<file path="config.mk">
export PLATFORM = sky130hd
export DESIGN_NAME = seq_datapath
export DESIGN_NICKNAME = d
export VERILOG_FILES = /design/src/rtl/seq_datapath_pkg.sv /design/src/rtl/seq_datapath_dp_reg.sv /design/src/rtl/seq_datapath.sv
export SDC_FILE = /design/constraint.sdc
export NUM_CORES = 2
export LEC_CHECK = 0
export ABC_AREA = 0
export ABC_CLOCK_PERIOD_IN_PS = 5500
export CORE_ASPECT_RATIO = 0.5
export CORE_MARGIN = 4
export CORE_UTILIZATION = 28
export DETAILED_ROUTE_END_ITERATION = 16
export SLEW_MARGIN = 20
export SYNTH_ARGS = -nofsm -noshare
export SYNTH_HDL_FRONTEND = slang
export SYNTH_SLANG_ARGS = --single-unit
export TNS_END_PERCENT = 100
</file>
<file path="constraint.sdc">
create_clock -name clk -period 5.5 [get_ports clk]
set_input_delay 1.1 -clock clk [delete_from_list [all_inputs] [get_ports clk]]
set_output_delay 1.1 -clock clk [all_outputs]
set_load 0.005 [all_outputs]
</file>
<file path="src/rtl/seq_datapath_pkg.sv">
// Shared definitions for the sequenced bus datapath: opcodes, sequencer states, ALU.
package seq_datapath_pkg;

  // Widest datapath the shared ALU function supports.
  localparam int ALU_MAX_W = 64;

  localparam logic [2:0] OP_AND  = 3'b000;
  localparam logic [2:0] OP_OR   = 3'b001;
  localparam logic [2:0] OP_ADD  = 3'b010;
  localparam logic [2:0] OP_SUB  = 3'b011;
  localparam logic [2:0] OP_LOAD = 3'b100;
  localparam logic [2:0] OP_MOVE = 3'b101;

  typedef enum logic [2:0] {
    ST_IDLE = 3'd0,
    ST_LDY  = 3'd1,
    ST_EXE  = 3'd2,
    ST_MEM  = 3'd3,
    ST_WB   = 3'd4
  } state_t;

  // Opcodes 11x are reserved and never accepted.
  function automatic logic op_is_valid(input logic [2:0] op);
    return (op <= OP_MOVE);
  endfunction

  // AND/OR/ADD/SUB share the 00x/01x encodings.
  function automatic logic op_is_alu(input logic [2:0] op);
    return (op[2] == 1'b0);
  endfunction

  // ALU on the widest supported width; callers truncate, which keeps ADD/SUB wrapping.
  function automatic logic [ALU_MAX_W-1:0] alu_eval(input logic [2:0] op,
                                                    input logic [ALU_MAX_W-1:0] a,
                                                    input logic [ALU_MAX_W-1:0] b);
    logic [ALU_MAX_W-1:0] res;
    case (op)
      OP_AND:  res = a & b;
      OP_OR:   res = a | b;
      OP_ADD:  res = a + b;
      OP_SUB:  res = a - b;
      default: res = {ALU_MAX_W{1'b0}};
    endcase
    return res;
  endfunction

endpackage

</file>
<file path="src/rtl/seq_datapath_dp_reg.sv">
// Generic datapath register: asynchronous active-low clear, synchronous load enable.
module dp_reg #(
  parameter int WIDTH = 32
) (
  input  logic             clk,
  input  logic             clr,
  input  logic             load,
  input  logic [WIDTH-1:0] d,
  output logic [WIDTH-1:0] q
);

  // Hold the value until load, clear asynchronously.
  always_ff @(posedge clk or negedge clr) begin
    if (!clr) begin
      q <= {WIDTH{1'b0}};
    end else if (load) begin
      q <= d;
    end else begin
      q <= q;
    end
  end

endmodule

</file>
<file path="src/rtl/seq_datapath.sv">
// Single-bus datapath (register file, Y, Z, MDR, pc, ALU) driven by its own micro-op sequencer.
module seq_datapath
  import seq_datapath_pkg::*;
#(
  parameter  int WIDTH  = 32,
  parameter  int NREGS  = 16,
  localparam int RSEL_W = $clog2(NREGS)
) (
  input  logic              clk,
  input  logic              clr,
  input  logic              start,
  input  logic [2:0]        op,
  input  logic [RSEL_W-1:0] ra,
  input  logic [RSEL_W-1:0] rb,
  input  logic [RSEL_W-1:0] rc,
  output logic              mem_req,
  input  logic              mem_valid,
  input  logic [WIDTH-1:0]  mem_rdata,
  output logic              busy,
  output logic              done,
  output logic              zero,
  output logic [WIDTH-1:0]  pc,
  output logic [WIDTH-1:0]  bus_out,
  input  logic [RSEL_W-1:0] dbg_sel,
  output logic [WIDTH-1:0]  dbg_data
);

  state_t              state_r, state_s;
  logic [2:0]          op_r;
  logic [RSEL_W-1:0]   ra_r, rb_r, rc_r;
  logic                accept_s;
  logic                done_r, zero_r;
  logic [WIDTH-1:0]    bus_s;
  logic [WIDTH-1:0]    alu_s;
  logic [WIDTH-1:0]    y_q, z_q, mdr_q, pc_q;
  logic [WIDTH-1:0]    reg_q [NREGS];
  logic [NREGS-1:0]    reg_load_s;

  assign accept_s = (state_r == ST_IDLE) && start && op_is_valid(op);

  // Sequencer state register.
  always_ff @(posedge clk or negedge clr) begin
    if (!clr) begin
      state_r <= ST_IDLE;
    end else begin
      state_r <= state_s;
    end
  end

  // Next-state decode; reserved opcodes leave the sequencer idle.
  always_comb begin
    state_s = state_r;
    case (state_r)
      ST_IDLE: begin
        if (accept_s) begin
          if (op_is_alu(op)) begin
            state_s = ST_LDY;
          end else if (op == OP_LOAD) begin
            state_s = ST_MEM;
          end else begin
            state_s = ST_WB;
          end
        end else begin
          state_s = ST_IDLE;
        end
      end
      ST_LDY:  state_s = ST_EXE;
      ST_EXE:  state_s = ST_WB;
      ST_MEM: begin
        if (mem_valid) begin
          state_s = ST_WB;
        end else begin
          state_s = ST_MEM;
        end
      end
      ST_WB:   state_s = ST_IDLE;
      default: state_s = ST_IDLE;
    endcase
  end

  // Command fields are captured once on accept and held for the whole sequence.
  always_ff @(posedge clk or negedge clr) begin
    if (!clr) begin
      op_r <= 3'b000;
      ra_r <= {RSEL_W{1'b0}};
      rb_r <= {RSEL_W{1'b0}};
      rc_r <= {RSEL_W{1'b0}};
    end else if (accept_s) begin
      op_r <= op;
      ra_r <= ra;
      rb_r <= rb;
      rc_r <= rc;
    end else begin
      op_r <= op_r;
      ra_r <= ra_r;
      rb_r <= rb_r;
      rc_r <= rc_r;
    end
  end

  // Shared bus: exactly one source per state, zero when nothing drives it.
  always_comb begin
    bus_s = {WIDTH{1'b0}};
    case (state_r)
      ST_LDY: bus_s = reg_q[rb_r];
      ST_EXE: bus_s = reg_q[rc_r];
      ST_WB: begin
        case (op_r)
          OP_LOAD: bus_s = mdr_q;
          OP_MOVE: bus_s = reg_q[rb_r];
          default: bus_s = z_q;
        endcase
      end
      default: bus_s = {WIDTH{1'b0}};
    endcase
  end

  assign alu_s = WIDTH'(alu_eval(op_r, ALU_MAX_W'(y_q), ALU_MAX_W'(bus_s)));

  // Status flags: done pulses the cycle after writeback, zero tracks the last written value.
  always_ff @(posedge clk or negedge clr) begin
    if (!clr) begin
      done_r <= 1'b0;
      zero_r <= 1'b0;
    end else if (state_r == ST_WB) begin
      done_r <= 1'b1;
      zero_r <= (bus_s == {WIDTH{1'b0}});
    end else begin
      done_r <= 1'b0;
      zero_r <= zero_r;
    end
  end

  dp_reg #(.WIDTH(WIDTH)) u_y   (.clk(clk), .clr(clr), .load(state_r == ST_LDY),
                                 .d(bus_s), .q(y_q));
  dp_reg #(.WIDTH(WIDTH)) u_z   (.clk(clk), .clr(clr), .load(state_r == ST_EXE),
                                 .d(alu_s), .q(z_q));
  dp_reg #(.WIDTH(WIDTH)) u_mdr (.clk(clk), .clr(clr), .load((state_r == ST_MEM) && mem_valid),
                                 .d(mem_rdata), .q(mdr_q));
  dp_reg #(.WIDTH(WIDTH)) u_pc  (.clk(clk), .clr(clr), .load(accept_s),
                                 .d(pc_q + {{(WIDTH-1){1'b0}}, 1'b1}), .q(pc_q));

  for (genvar gi = 0; gi < NREGS; gi++) begin : g_rf
    assign reg_load_s[gi] = (state_r == ST_WB) && (ra_r == RSEL_W'(gi));
    dp_reg #(.WIDTH(WIDTH)) u_r (.clk(clk), .clr(clr), .load(reg_load_s[gi]),
                                 .d(bus_s), .q(reg_q[gi]));
  end

  assign mem_req  = (state_r == ST_MEM);
  assign busy     = (state_r != ST_IDLE);
  assign done     = done_r;
  assign zero     = zero_r;
  assign pc       = pc_q;
  assign bus_out  = bus_s;
  assign dbg_data = reg_q[dbg_sel];

endmodule

</file>
# == Word level (Yosys, flattened, before mapping) ==
# Index checks and enable logic that the tools add are counted.
# word_totals
reg_bits,660
in_bits,55
output_inout_bits,100
word_cells,106
# op_classes
add_sub_neg,3
n_lt_le_gt_ge,4
eq_ne,25
muxes,18
bitwise,5
n_reduce_logical,24
# ops
cell,n
binary-select mux 32 bit (select 4 bit),3
2-to-1 mux 32 bit,6
one-hot mux 32 bit (4 select lines),1
one-hot mux 32 bit (3 select lines),1
one-hot mux 32 bit (2 select lines),1
"adder 32 x 1 -> 32 bit, second input constant",1
adder 32 bit,1
AND 32 bit,1
"== test 4 bit, second input constant",8
logical NOT 32 bit,1
bitwise OR 32 bit,1
subtractor 32 bit,1
logical AND 1 bit,19
"== test 4 x 3 -> 1 bit, second input constant",4
"greater-or-equal comparator 5 bit, second input constant",3
NOT 4 -> 5 bit,3
"== test 3 x 2 -> 1 bit, second input constant",4
"== test 3 bit, second input constant",4
2-to-1 mux 3 bit,4
one-hot mux 3 bit (4 select lines),1
"== test 4 x 2 -> 1 bit, second input constant",2
"== test 3 x 1 -> 1 bit, second input constant",2
logical NOT 3 bit,2
"== test 4 x 1 -> 1 bit, second input constant",1
4 further kinds,4

# == Logic depth before layout (Yosys ltp) ==
# depth
word_depth,8
ltp_mapped,27
mapped_depth_nobuf,22

# == Modules after synthesis ==
# From an unflattened synthesis, not the netlist that was laid out.
# unflattened
cells_unflattened,2975
hier_area_um2,44348.8
# by_module_without_submodules
module,n_inst,cells_per_inst,area_each_um2,seq_area_each_um2
dp_reg,20,68,1345.0,800.8
seq_datapath,1,1615,17448.0,500.5

# == Worst setup path after synthesis ==
# Ideal clock, no wire load.
# synth_path
path_type,reg2reg
startpoint,reg rc_r[1]
endpoint,reg u_z.q[29]
setup_time_ns,0.083
arrival_ns,5.581
t_required_ns,5.417
slack_ns,-0.164
stages_incl_launch_ff,26
path_buffers,5
period_less_slack_ns,5.664
path_cell_list,dfrtp_1 clkbuf_1 buf_1 buf_2 mux2i_1 a22oi_1 and3_1 a211oi_2 clkbuf_1 clkbuf_1 ha_1 nand4_1 nor3_1 a21oi_1 xnor2_1 ha_1 a21o_1 a21o_1 a21oi_1 nand4b_1 a41oi_1 o21ai_0 a221oi_1 o21ai_0 xnor2_1 o21ai_0
# synth_via
elab_chain_cells,7
word_cells_on_any_way,10
cone_classes,add/sub: 2; mux: 5; bitwise: 3
# synth_lines
item,line_no,rtl
"start, declared",seq_datapath.sv:30,"logic [RSEL_W-1:0] ra_r, rb_r, rc_r;"
"start signal, assigned",seq_datapath.sv:87,rc_r <= {RSEL_W{1'b0}};
"start signal, assigned",seq_datapath.sv:92,rc_r <= rc;
"start signal, assigned",seq_datapath.sv:97,rc_r <= rc_r;
NOT 4 -> 5 bit (implied by the code) (*),seq_datapath.sv:106,ST_EXE: bus_s = reg_q[rc_r];
binary-select mux 32 bit (select 4 bit) (*),seq_datapath.sv:106,
2-to-1 mux 32 bit (implied by the code) (*) (2 in series),seq_datapath.sv:106,
one-hot mux 32 bit (3 select lines) (*),seq_datapath.sv:104,case (state_r)
subtractor 32 bit (tied with other cells),seq_datapath_pkg.sv:41,OP_SUB: res = a - b;
one-hot mux 32 bit (4 select lines) (*),seq_datapath_pkg.sv:37,case (op)
"end signal, assigned",seq_datapath_dp_reg.sv:15,q <= {WIDTH{1'b0}};
"end signal, assigned",seq_datapath_dp_reg.sv:19,q <= q;
"end, declared",seq_datapath_dp_reg.sv:9,output logic [WIDTH-1:0] q
# Every way passes the cells marked *; elsewhere a longest branch is shown, timed or not. The select of a mux whose other input is x is not followed.
# A chain may end at the register's enable or synchronous reset.

# == Final worst setup path ==
# layout_path
startpoint,reg rb_r[0]
endpoint,reg u_z.q[29]
# layout_via
elab_chain_cells,8
word_cells_on_any_way,11
cone_classes,add/sub: 2; mux: 6; bitwise: 3
# layout_lines
item,line_no,rtl
"start, declared",seq_datapath.sv:30,
"start signal, assigned",seq_datapath.sv:86,rb_r <= {RSEL_W{1'b0}};
"start signal, assigned",seq_datapath.sv:91,rb_r <= rb;
"start signal, assigned",seq_datapath.sv:96,rb_r <= rb_r;
NOT 4 -> 5 bit (implied by the code) (*),"seq_datapath.sv:105, seq_datapath.sv:110",
binary-select mux 32 bit (select 4 bit) (*),"seq_datapath.sv:105, seq_datapath.sv:110",
2-to-1 mux 32 bit (implied by the code) (*) (2 in series),"seq_datapath.sv:105, seq_datapath.sv:110",
one-hot mux 32 bit (2 select lines),seq_datapath.sv:108,case (op_r)
one-hot mux 32 bit (3 select lines) (*),seq_datapath.sv:104,
subtractor 32 bit (tied with other cells),seq_datapath_pkg.sv:41,
one-hot mux 32 bit (4 select lines) (*),seq_datapath_pkg.sv:37,
# Marked as above.

==> metrics.yaml <==
run_status:
  status: "finished, final reports clean"
die:
  rows: 96
  core-area_um2: 137900
  io_pins: 155
  die_y_um: 272.1
  initial_core_util_pct: 28.33
  dieArea_um2: 145900
  fp.dieW_um: 536.3
sta:
  final_hold_viol_count: 0
  maxSlewViolCount: 0
  fin_skew_ns: 0.03128
  worst_pin_slew_ns: 1.127
  fin_crit_ns: 5.375
  period_share_pct: 97.73
  fmax_ghz: 0.1860
  rsz0062_at_grt: "yes"
  relSlewSlack_pct: 24.86
  setup_viol: 0
routing:
  vias: 31590
  via_per_inst: 5.537
  dr.first_iter.drc_count: 2925
  routedWlPerCell_um: 24.07
  drtPass1Iterations: 5
  drc: 0
  postRouteAntennaNets: 0
  drt-total-wl_mm: 137.3
logic_synthesis:
  yosysUniqueCellTypes: 70
  avgSynthCellArea_um2: 10.90
  ys.flop_type: "dfrtp_1"
  yosys.area.top_type: "dfrtp_1"
  netlist.area_leader.share_pct: 42.27
  synth_nets: 3677
  synth_enable_flop_cells: 0
  ys_ff_latch: 660
  yosys-top-cells-area: "dfrtp_1 (42%), mux4_2 (23%), a21oi_1 (5.1%)"
  yosysSeqAreaShare_pct: 42.27
  syn-cell-area_um2: 39070
  async_reset_ff_share_pct: 100.0
  synth_cells: 3585
  yosys_warnings: 0
finish:
  post-route-util_pct: 34.42
  syn_to_final_growth_pct: 21.48
  layout_common_cells: "dfrtp_1 (651), nand2_1 (400), mux4_2 (396)"
  n_fill_cell: 13680
  final_area_um2: 47460
  drive_above_1_share_pct: 26.09
  final_cells: 5706
  final_common_cell: "dfrtp_1"
  num-nets-final: 3880
critical_path:
  cp_top_family: "simple AND/OR/NAND/NOR gates"
  crit_top_cell: "buf_4"
  start_kind: "flop"
  worst-path-buf-inv: 6
  critPathMaxFanout: 12
  crit_slowest_cell: "or4_4"
  end_kind: "flop"
  crit_arrival_ns: 5.87
  cp.required_ns: 5.99
  critical_path_class: "reg2reg"
  max_stage_delay_ns: 0.58
clocking:
  cts_tree: "built"
  clock_latency_ns: 0.65
  cts_root_buf: "clkbuf_16"
  cts_buffers: 72
  cts_sinks: 660
  path_clk_slew_ns: 0.06
  cts.path.max_buffers: 3
  cts_hold_buffers: 0
  cts_max_level: 3
pwr:
  p_per_area_nw_per_um2: 750.7
  ir_worst_vdd_mv: 0.5437
  total_power_mw: 35.63
  p_leak_nw: 19.40
place:
  gp_congestion: 0.9194
  dpl.hpwl_mm: 91.05
  port_buffers: 154
  place_inst: 5547
  post_dp_cell_area_um2: 44300
global_route:
  grt_max_degree: 135
  grt_pass1_wl_mm: 206.0
  grt_pass1_vias: 31710
  grt_usage_pct: 18.33
  antenna_found_initial: 9
  overflow: 0
job:
  drv_cap: 0
worst_hold_path:
  hp-class: "reg2reg"
## path summary, 6_finish.rpt
path,cells after the start,slack [ns],to,startpoint
min in group asynchronous,1,0.57,g_rf[2].u_r.q[23],clr
worst min register to register,2,0.48,u_z.q[21],u_z.q[21]
max in group asynchronous,2,3.67,g_rf[12].u_r.q[19],clr
worst max-delay path,25,0.13,u_z.q[29],rb_r[0]
worst min-delay path,2,0.48,u_z.q[21],u_z.q[21]
worst max register to register,25,0.13,u_z.q[29],rb_r[0]
## sequential cells by signal, summed over array words and instances (netlist names)
| signal | cells |
|---|---|
| rb_r | 4 |
| u_z.q | 32 |
| u_mdr.q | 32 |
| state_r | 3 |
| g_rf.u_r.q | 512 |
| rc_r | 4 |
| u_y.q | 32 |
| op_r | 3 |
| ra_r | 4 |
| zero | 1 |
| u_pc.q | 32 |
| done | 1 |
## report_power, final
part	internal (mW)	switching [mW]	leakage, nW
sequential	6.44	1.66	8.73
clock	3.09	2.16	1.23
combinational	11.0	11.3	9.44
total	20.5	15.1	19.4
## repair_timing
action | 4_1_cts | 5_1_grt
resized for setup | 20 | 53
pin swaps | 1 | 34
setup buffers | 4 | 19
cloned | 1 | 6
endpoints found under the setup margin | 15 | 18
hold endpoints to repair | 0 | 0
## synth_stat cells, types with 7 or more instances
library cell,instances
nand4_1,17
mux2_2,84
nor3_1,18
maj3_1,15
o32ai_1,10
nor4bb_1,11
xnor2_1,66
a22oi_1,37
and3_1,15
ha_1,36
mux4_2,396
buf_4,7
a31oi_1,9
nand3_1,32
buf_2,30
inv_1,44
buf_1,43
o22ai_1,35
nor4_1,9
mux2i_1,63
o21ai_0,317
o21a_1,7
a211oi_1,20
a21oi_1,399
nor2b_1,18
nand2_1,406
xor2_1,25
clkbuf_1,242
nand2b_1,17
nor2_1,379
o31ai_1,7
a21o_1,23
dfrtp_1,660
## through the flow
step,setup slack (ns),setup TNS (ns),hold slack (ns)
2_1_floorplan,0.06766,0,0.4484
3_3_place_gp,-0.2421,-0.7738,0.4603
3_5_place_dp,-0.1986,-0.6226,0.4645
4_1_cts,0.01462,0,0.4792
5_1_grt,-0.1438,-0.6428,0.4975
6_report,0.1251,0,0.4776
## cells by family after synthesis
group	share of synthesized area, %
compound gates	13.00
xor+xnor	2.040
fa+ha+maj	1.588
buf+inv	3.872
flops	42.27
mux	26.86
simple gates	10.36
## routing by layer
metal | vias up | track usage [%] | share of wire, %
li1 | 13640 | - | -
met1 | 16110 | 23.86 | 39
met2 | 1478 | 29.48 | 47
met3 | 362 | 3.946 | 9.1
met4 | 10 | 8.043 | 4.9
met5 | - | 0 | 0.042
## worst min-delay path, cell delays in order, from the launching register on
cell and delay, ns:
dfrtp_1 0.34, nand2_1 0.05, o21ai_0 0.06
## layout make-up
| cell class | count | area [um2] | share of cell area (%) |
|---|---|---|---|
| Antenna cell | 3 | 7.507 | 0.01582 |
| Sequential cell | 660 | 16540 | 34.84 |
| Inverter | 49 | 183.9 | 0.3875 |
| Tap cell | 1862 | 2330 | 4.908 |
| Timing Repair Buffer | 456 | 4403 | 9.276 |
| Multi-Input combinational cell | 2549 | 21490 | 45.27 |
| Clock inverter | 34 | 490.5 | 1.033 |
| Clock buffer | 93 | 2023 | 4.263 |
Note: power is estimated with default switching activity, not from simulation.
